`config.mk`:
```
export PLATFORM = sky130hd
export DESIGN_NAME = sysid_reader
export DESIGN_NICKNAME = d
export VERILOG_FILES = /design/src/rtl/sysid_reader_pkg.sv /design/src/rtl/sysid_timeout_counter.sv /design/src/rtl/sysid_reader.sv
export SDC_FILE = /design/constraint.sdc
export NUM_CORES = 1
export LEC_CHECK = 0
export ABC_CLOCK_PERIOD_IN_PS = 6000
export CAP_MARGIN = 20
export CORE_ASPECT_RATIO = 2
export CORE_MARGIN = 2
export CORE_UTILIZATION = 40
export CTS_CLUSTER_DIAMETER = 100
export CTS_CLUSTER_SIZE = 20
export DETAILED_ROUTE_END_ITERATION = 10
export DONT_BUFFER_PORTS = 1
export SLEW_MARGIN = 25
export SYNTH_ARGS = -nofsm -noshare
export SYNTH_HDL_FRONTEND = slang
export SYNTH_SLANG_ARGS = --single-unit
```
`constraint.sdc`:
```
create_clock -name clock -period 6 [get_ports clock]
set_clock_uncertainty 0.05 [all_clocks]
set_input_delay 0.6 -clock clock [delete_from_list [all_inputs] [get_ports clock]]
set_output_delay 0.6 -clock clock [all_outputs]
set_load 0.005 [all_outputs]
```
`src/rtl/sysid_reader_pkg.sv`:
```
// Shared types and constants for the system-ID reader: FSM state encoding,
// sysid word addresses, default expected values and stall-counter width.
package sysid_reader_pkg;

  typedef enum logic [2:0] {
    ST_IDLE  = 3'd0,
    ST_RD_ID = 3'd1,
    ST_RD_TS = 3'd2,
    ST_CHECK = 3'd3,
    ST_DONE  = 3'd4
  } state_t;

  localparam logic ADDR_ID        = 1'b0;
  localparam logic ADDR_TIMESTAMP = 1'b1;

  localparam logic [31:0] DEFAULT_EXPECTED_ID        = 32'd0;
  localparam logic [31:0] DEFAULT_EXPECTED_TIMESTAMP = 32'd1434373291;

  // Wide enough for the largest allowed TIMEOUT_CYCLES (65535).
  localparam int CNT_W = 16;

endpackage

```
`src/rtl/sysid_timeout_counter.sv`:
```
// Clear/enable stall counter. hit flags an enabled cycle on which the count
// would reach LIMIT, so the caller can act on that same edge.
module sysid_timeout_counter
  import sysid_reader_pkg::*;
#(
  parameter int LIMIT = 255
) (
  input  logic             clock,
  input  logic             reset,
  input  logic             clear,
  input  logic             enable,
  output logic [CNT_W-1:0] count,
  output logic             hit
);

  localparam logic [CNT_W-1:0] LIMIT_M1 = CNT_W'(LIMIT - 1);

  assign hit = enable && (count == LIMIT_M1);

  always_ff @(posedge clock or posedge reset) begin
    if (reset) begin
      count <= '0;
    end else if (clear) begin
      count <= '0;
    end else if (enable) begin
      count <= count + 1'b1;
    end
  end

endmodule

```
`src/rtl/sysid_reader.sv`:
```
// Avalon-MM master that reads sysid words 0 (ID) and 1 (timestamp) and compares
// them with build-time values. Define SYSID_READER_AUTOSTART_EN to self-start after reset.
module sysid_reader
  import sysid_reader_pkg::*;
#(
  parameter logic [31:0] EXPECTED_ID        = DEFAULT_EXPECTED_ID,
  parameter logic [31:0] EXPECTED_TIMESTAMP = DEFAULT_EXPECTED_TIMESTAMP,
  parameter int          TIMEOUT_CYCLES     = 255
) (
  input  logic        clock,
  input  logic        reset,
  input  logic        start,
  output logic        avm_address,
  output logic        avm_read,
  input  logic        avm_waitrequest,
  input  logic [31:0] avm_readdata,
  output logic        busy,
  output logic        done,
  output logic        pass,
  output logic        timeout,
  output logic [31:0] id_value,
  output logic [31:0] timestamp_value
);

  // Avalon read handshake: avm_read/avm_address are held until a cycle with
  // avm_waitrequest low; avm_readdata is taken on exactly that cycle.
  state_t           state;
  logic             start_int;
  logic             start_accept;
  logic             cnt_clear;
  logic             cnt_enable;
  logic             cnt_hit;
  logic [CNT_W-1:0] cnt_value;

`ifdef SYSID_READER_AUTOSTART_EN
  logic auto_pending;

  // One-shot: pending through reset, fires on the first edge after release.
  always_ff @(posedge clock or posedge reset) begin
    if (reset) begin
      auto_pending <= 1'b1;
    end else begin
      auto_pending <= 1'b0;
    end
  end

  assign start_int = start || auto_pending;
`else
  assign start_int = start;
`endif

  assign start_accept = start_int && ((state == ST_IDLE) || (state == ST_DONE));
  assign cnt_enable   = ((state == ST_RD_ID) || (state == ST_RD_TS)) && avm_waitrequest;
  assign cnt_clear    = start_accept || ((state == ST_RD_ID) && !avm_waitrequest);

  sysid_timeout_counter #(
    .LIMIT (TIMEOUT_CYCLES)
  ) u_timeout_counter (
    .clock  (clock),
    .reset  (reset),
    .clear  (cnt_clear),
    .enable (cnt_enable),
    .count  (cnt_value),
    .hit    (cnt_hit)
  );

  always_ff @(posedge clock or posedge reset) begin
    if (reset) begin
      state           <= ST_IDLE;
      avm_address     <= ADDR_ID;
      avm_read        <= 1'b0;
      busy            <= 1'b0;
      done            <= 1'b0;
      pass            <= 1'b0;
      timeout         <= 1'b0;
      id_value        <= '0;
      timestamp_value <= '0;
    end else begin
      case (state)
        ST_IDLE, ST_DONE: begin
          if (start_accept) begin
            state           <= ST_RD_ID;
            avm_address     <= ADDR_ID;
            avm_read        <= 1'b1;
            busy            <= 1'b1;
            done            <= 1'b0;
            pass            <= 1'b0;
            timeout         <= 1'b0;
            id_value        <= '0;
            timestamp_value <= '0;
          end
        end
        ST_RD_ID, ST_RD_TS: begin
          // Completion takes priority over a stall that would hit the limit.
          if (!avm_waitrequest) begin
            if (state == ST_RD_ID) begin
              id_value    <= avm_readdata;
              avm_address <= ADDR_TIMESTAMP;
              state       <= ST_RD_TS;
            end else begin
              timestamp_value <= avm_readdata;
              avm_read        <= 1'b0;
              state           <= ST_CHECK;
            end
          end else if (cnt_hit) begin
            avm_read <= 1'b0;
            busy     <= 1'b0;
            done     <= 1'b1;
            pass     <= 1'b0;
            timeout  <= 1'b1;
            state    <= ST_DONE;
          end
        end
        ST_CHECK: begin
          pass  <= (id_value == EXPECTED_ID) && (timestamp_value == EXPECTED_TIMESTAMP);
          done  <= 1'b1;
          busy  <= 1'b0;
          state <= ST_DONE;
        end
        default: begin
          state <= ST_IDLE;
        end
      endcase
    end
  end

endmodule

```
==> flow_summary.toml <==
[outcome]
status = "complete, no violations"

[worst_setup_path]
r2r-end = "u_timeout_counter.count[1]"
cp_slowest_cell = "dfrtp_1"
worstReg2RegStart = "state[1]"
worstPathCellList = "nor4b_2, buf_4, nand2b_1, a211oi_1"
worstRegToRegCells = 4
start_kind = "register"
worstPathArrival_ns = 2.72
cp_slowest_stage_delay_ns = 0.60
required_ns = 6.14
crit_fanout = 61
worst_setup_path_end_kind = "register"
reg2reg_slack_ns = 3.42
critPathKind = "register to register"
crit_buf_inv = 1
critPathTopFamily = "simple AND/OR/NAND/NOR gates"

[cts]
clock_latency_ns = 0.34
clockRootBuffer = "clkbuf_16"
clkTransAtPathRegs_ns = 0.06
cts_sinks = 89
cts_tree = "yes"
ctsHoldBuffers = 0
cts_resized = 0
cts_buffer_depth = 2
cts-buffers-inserted = 9
postCtsSetupBuffers = 0
cts_max_level = 3

[grt]
grt_overflow = 0
grt_pass1_vias = 3189
track_usage_pct = 22.1
grt_start_max_net_pins = 62
antenna_found_initial = 0
grt_first_pass_wirelength_um = 17900

[placed_design]
dp.cells = 556
place_hpwl_um = 8520
portBuffers = 0
dp_slack_ns = 3.47
gp_congestion = 0.871
dpl_cell_area_um2 = 4150

[logic_synthesis]
netlist_area_um2 = 4040
ys_warn_count = 0
synthCells = 447
syn_avg_cell_area_um2 = 9.04
synth_largest_area_cell = "dfrtp_1"
ys_seq_area_share_pct = 55.1
ys_types = 44
synth_ff_type = "dfrtp_1"
synth_top_cell_area_share_pct = 55.1
synthTopCellsByCount = "nand2_1, dfrtp_1, o21ai_0"
ys_async_sr_fraction_pct = 100
synth.most_common_cell = "nand2_1"
ys_top_cells_by_area = "dfrtp_1, nand2_1, o21ai_0"
synth_enable_flop_cells = 0
syn-num-nets = 485
synth_seq_cells = 89

[pwr]
ir_worst_vdd_uv = 278
finalPower_mw = 2.24
cellLeakagePower_nw = 1.83
power_density_nw_per_um2 = 506

[finish]
n_fill_cell = 956
syn_to_final_growth_pct = 9.39
instances_no_fill = 571
drive_gt1_share_pct = 7.29
final_area_um2 = 4420
fin_nets = 473
n_antenna_cell = 0
postLayoutCoreUtil_pct = 45.3

[floorplanning]
dieArea_um2 = 11000
rows = 51
start_util_pct = 41.4
ioPinCount = 106
core_area_um2 = 9760
chipWidth_um = 75.1
die_h_um = 146

[drt]
drt_first_iter_violations = 286
routedWlPerCell_um = 20.0
via_per_inst = 5.61
antenna_left = 0
drc = 0
routed_wl_um = 11400
vias = 3204
drtPass1Iterations = 4

[flow_run]
drv_cap = 0

[sta]
period_share_pct = 43.0
worst_slew_pin_slew_ns = 0.757
slew_headroom_pct = 49.0
finalCriticalPeriod_ns = 2.58
fin_hold_ws_ns = 0.154
clock.fmax_mhz = 388
drv_slew = 0
hold_viol_final = 0
setup_tns_ns = 0
finalSetupViolCount = 0
rsz0062_at_grt = "false"
post-route-worst-setup-slack_ns = 3.42

[worst_hold_path]
hp-class = "primary input to async pin"
## logic make-up after synthesis
group	count (synthesis)	share of synthesized area [%]
and+or+nand+nor	209	24.5
adders and majority gates	2	0.619
buffers and inverters	37	3.62
AOI/OAI and AO/OA	101	14.0
DFF	89	55.1
xor gates and xnor gates	9	2.14
## per-layer routing
layer  vias up  part of all wire (%)  routed length (um)  track usage [%]
met2       130                    54                6180             37.2
met5         -                     0                   0                0
met3        30                   6.7                 767             5.18
met4         0                   4.7                 539             12.5
li1       1511                     -                   -                -
met1      1533                    35                3950             24.5
## layout make-up
type,count,area [um^2],share of cell area (%)
multi-input cells,321,1690,38.3
clock inverters,6,36.3,0.821
inverters,9,35.0,0.793
flip-flops and latches,89,2230,50.4
repair buffers,5,37.5,0.850
clock buffers,9,225,5.10
well taps,132,165,3.74
## sequential cells by signal, indices dropped and copies added (netlist names)
name,cells
avm_address,1
pass,1
timeout,1
state,3
u_timeout_counter.count,16
avm_read,1
done,1
id_value,32
timestamp_value,32
busy,1
## placed cells by master (no fill, tap or decap), drive strengths merged, types with 2 or more instances in the layout
cell type  instances
nand2            137
dfrtp             89
o21ai             72
nor4              14
nor2              13
o31ai             10
a21oi              9
clkbuf             9
inv                8
nand3              7
or4                7
xnor2              7
clkinv             6
buf                5
nor4b              5
nand4              4
nor2b              3
nand2b             3
nand4b             3
nor3b              3
or4b               3
xor2               2
nor3               2
or3                2
o211ai             2
ha                 2
## where the power goes
part | internal, mW | switching, mW
registers | 0.803 | 0.271
clock network | 0.276 | 0.231
logic | 0.212 | 0.442
total | 1.29 | 0.944
## worst max path at each step
stage | startpoint | end | slack, ns | cells after the start
floorplan | reset | avm_address | 3.04 | 1
global placement | state[1] | u_timeout_counter.count[0] | 3.54 | 4
detailed placement | state[1] | u_timeout_counter.count[7] | 3.47 | 4
CTS | state[1] | u_timeout_counter.count[1] | 3.46 | 4
global route | state[1] | u_timeout_counter.count[7] | 3.19 | 4
finish | state[1] | u_timeout_counter.count[1] | 3.42 | 4
Power figures use the tool's default switching activity.
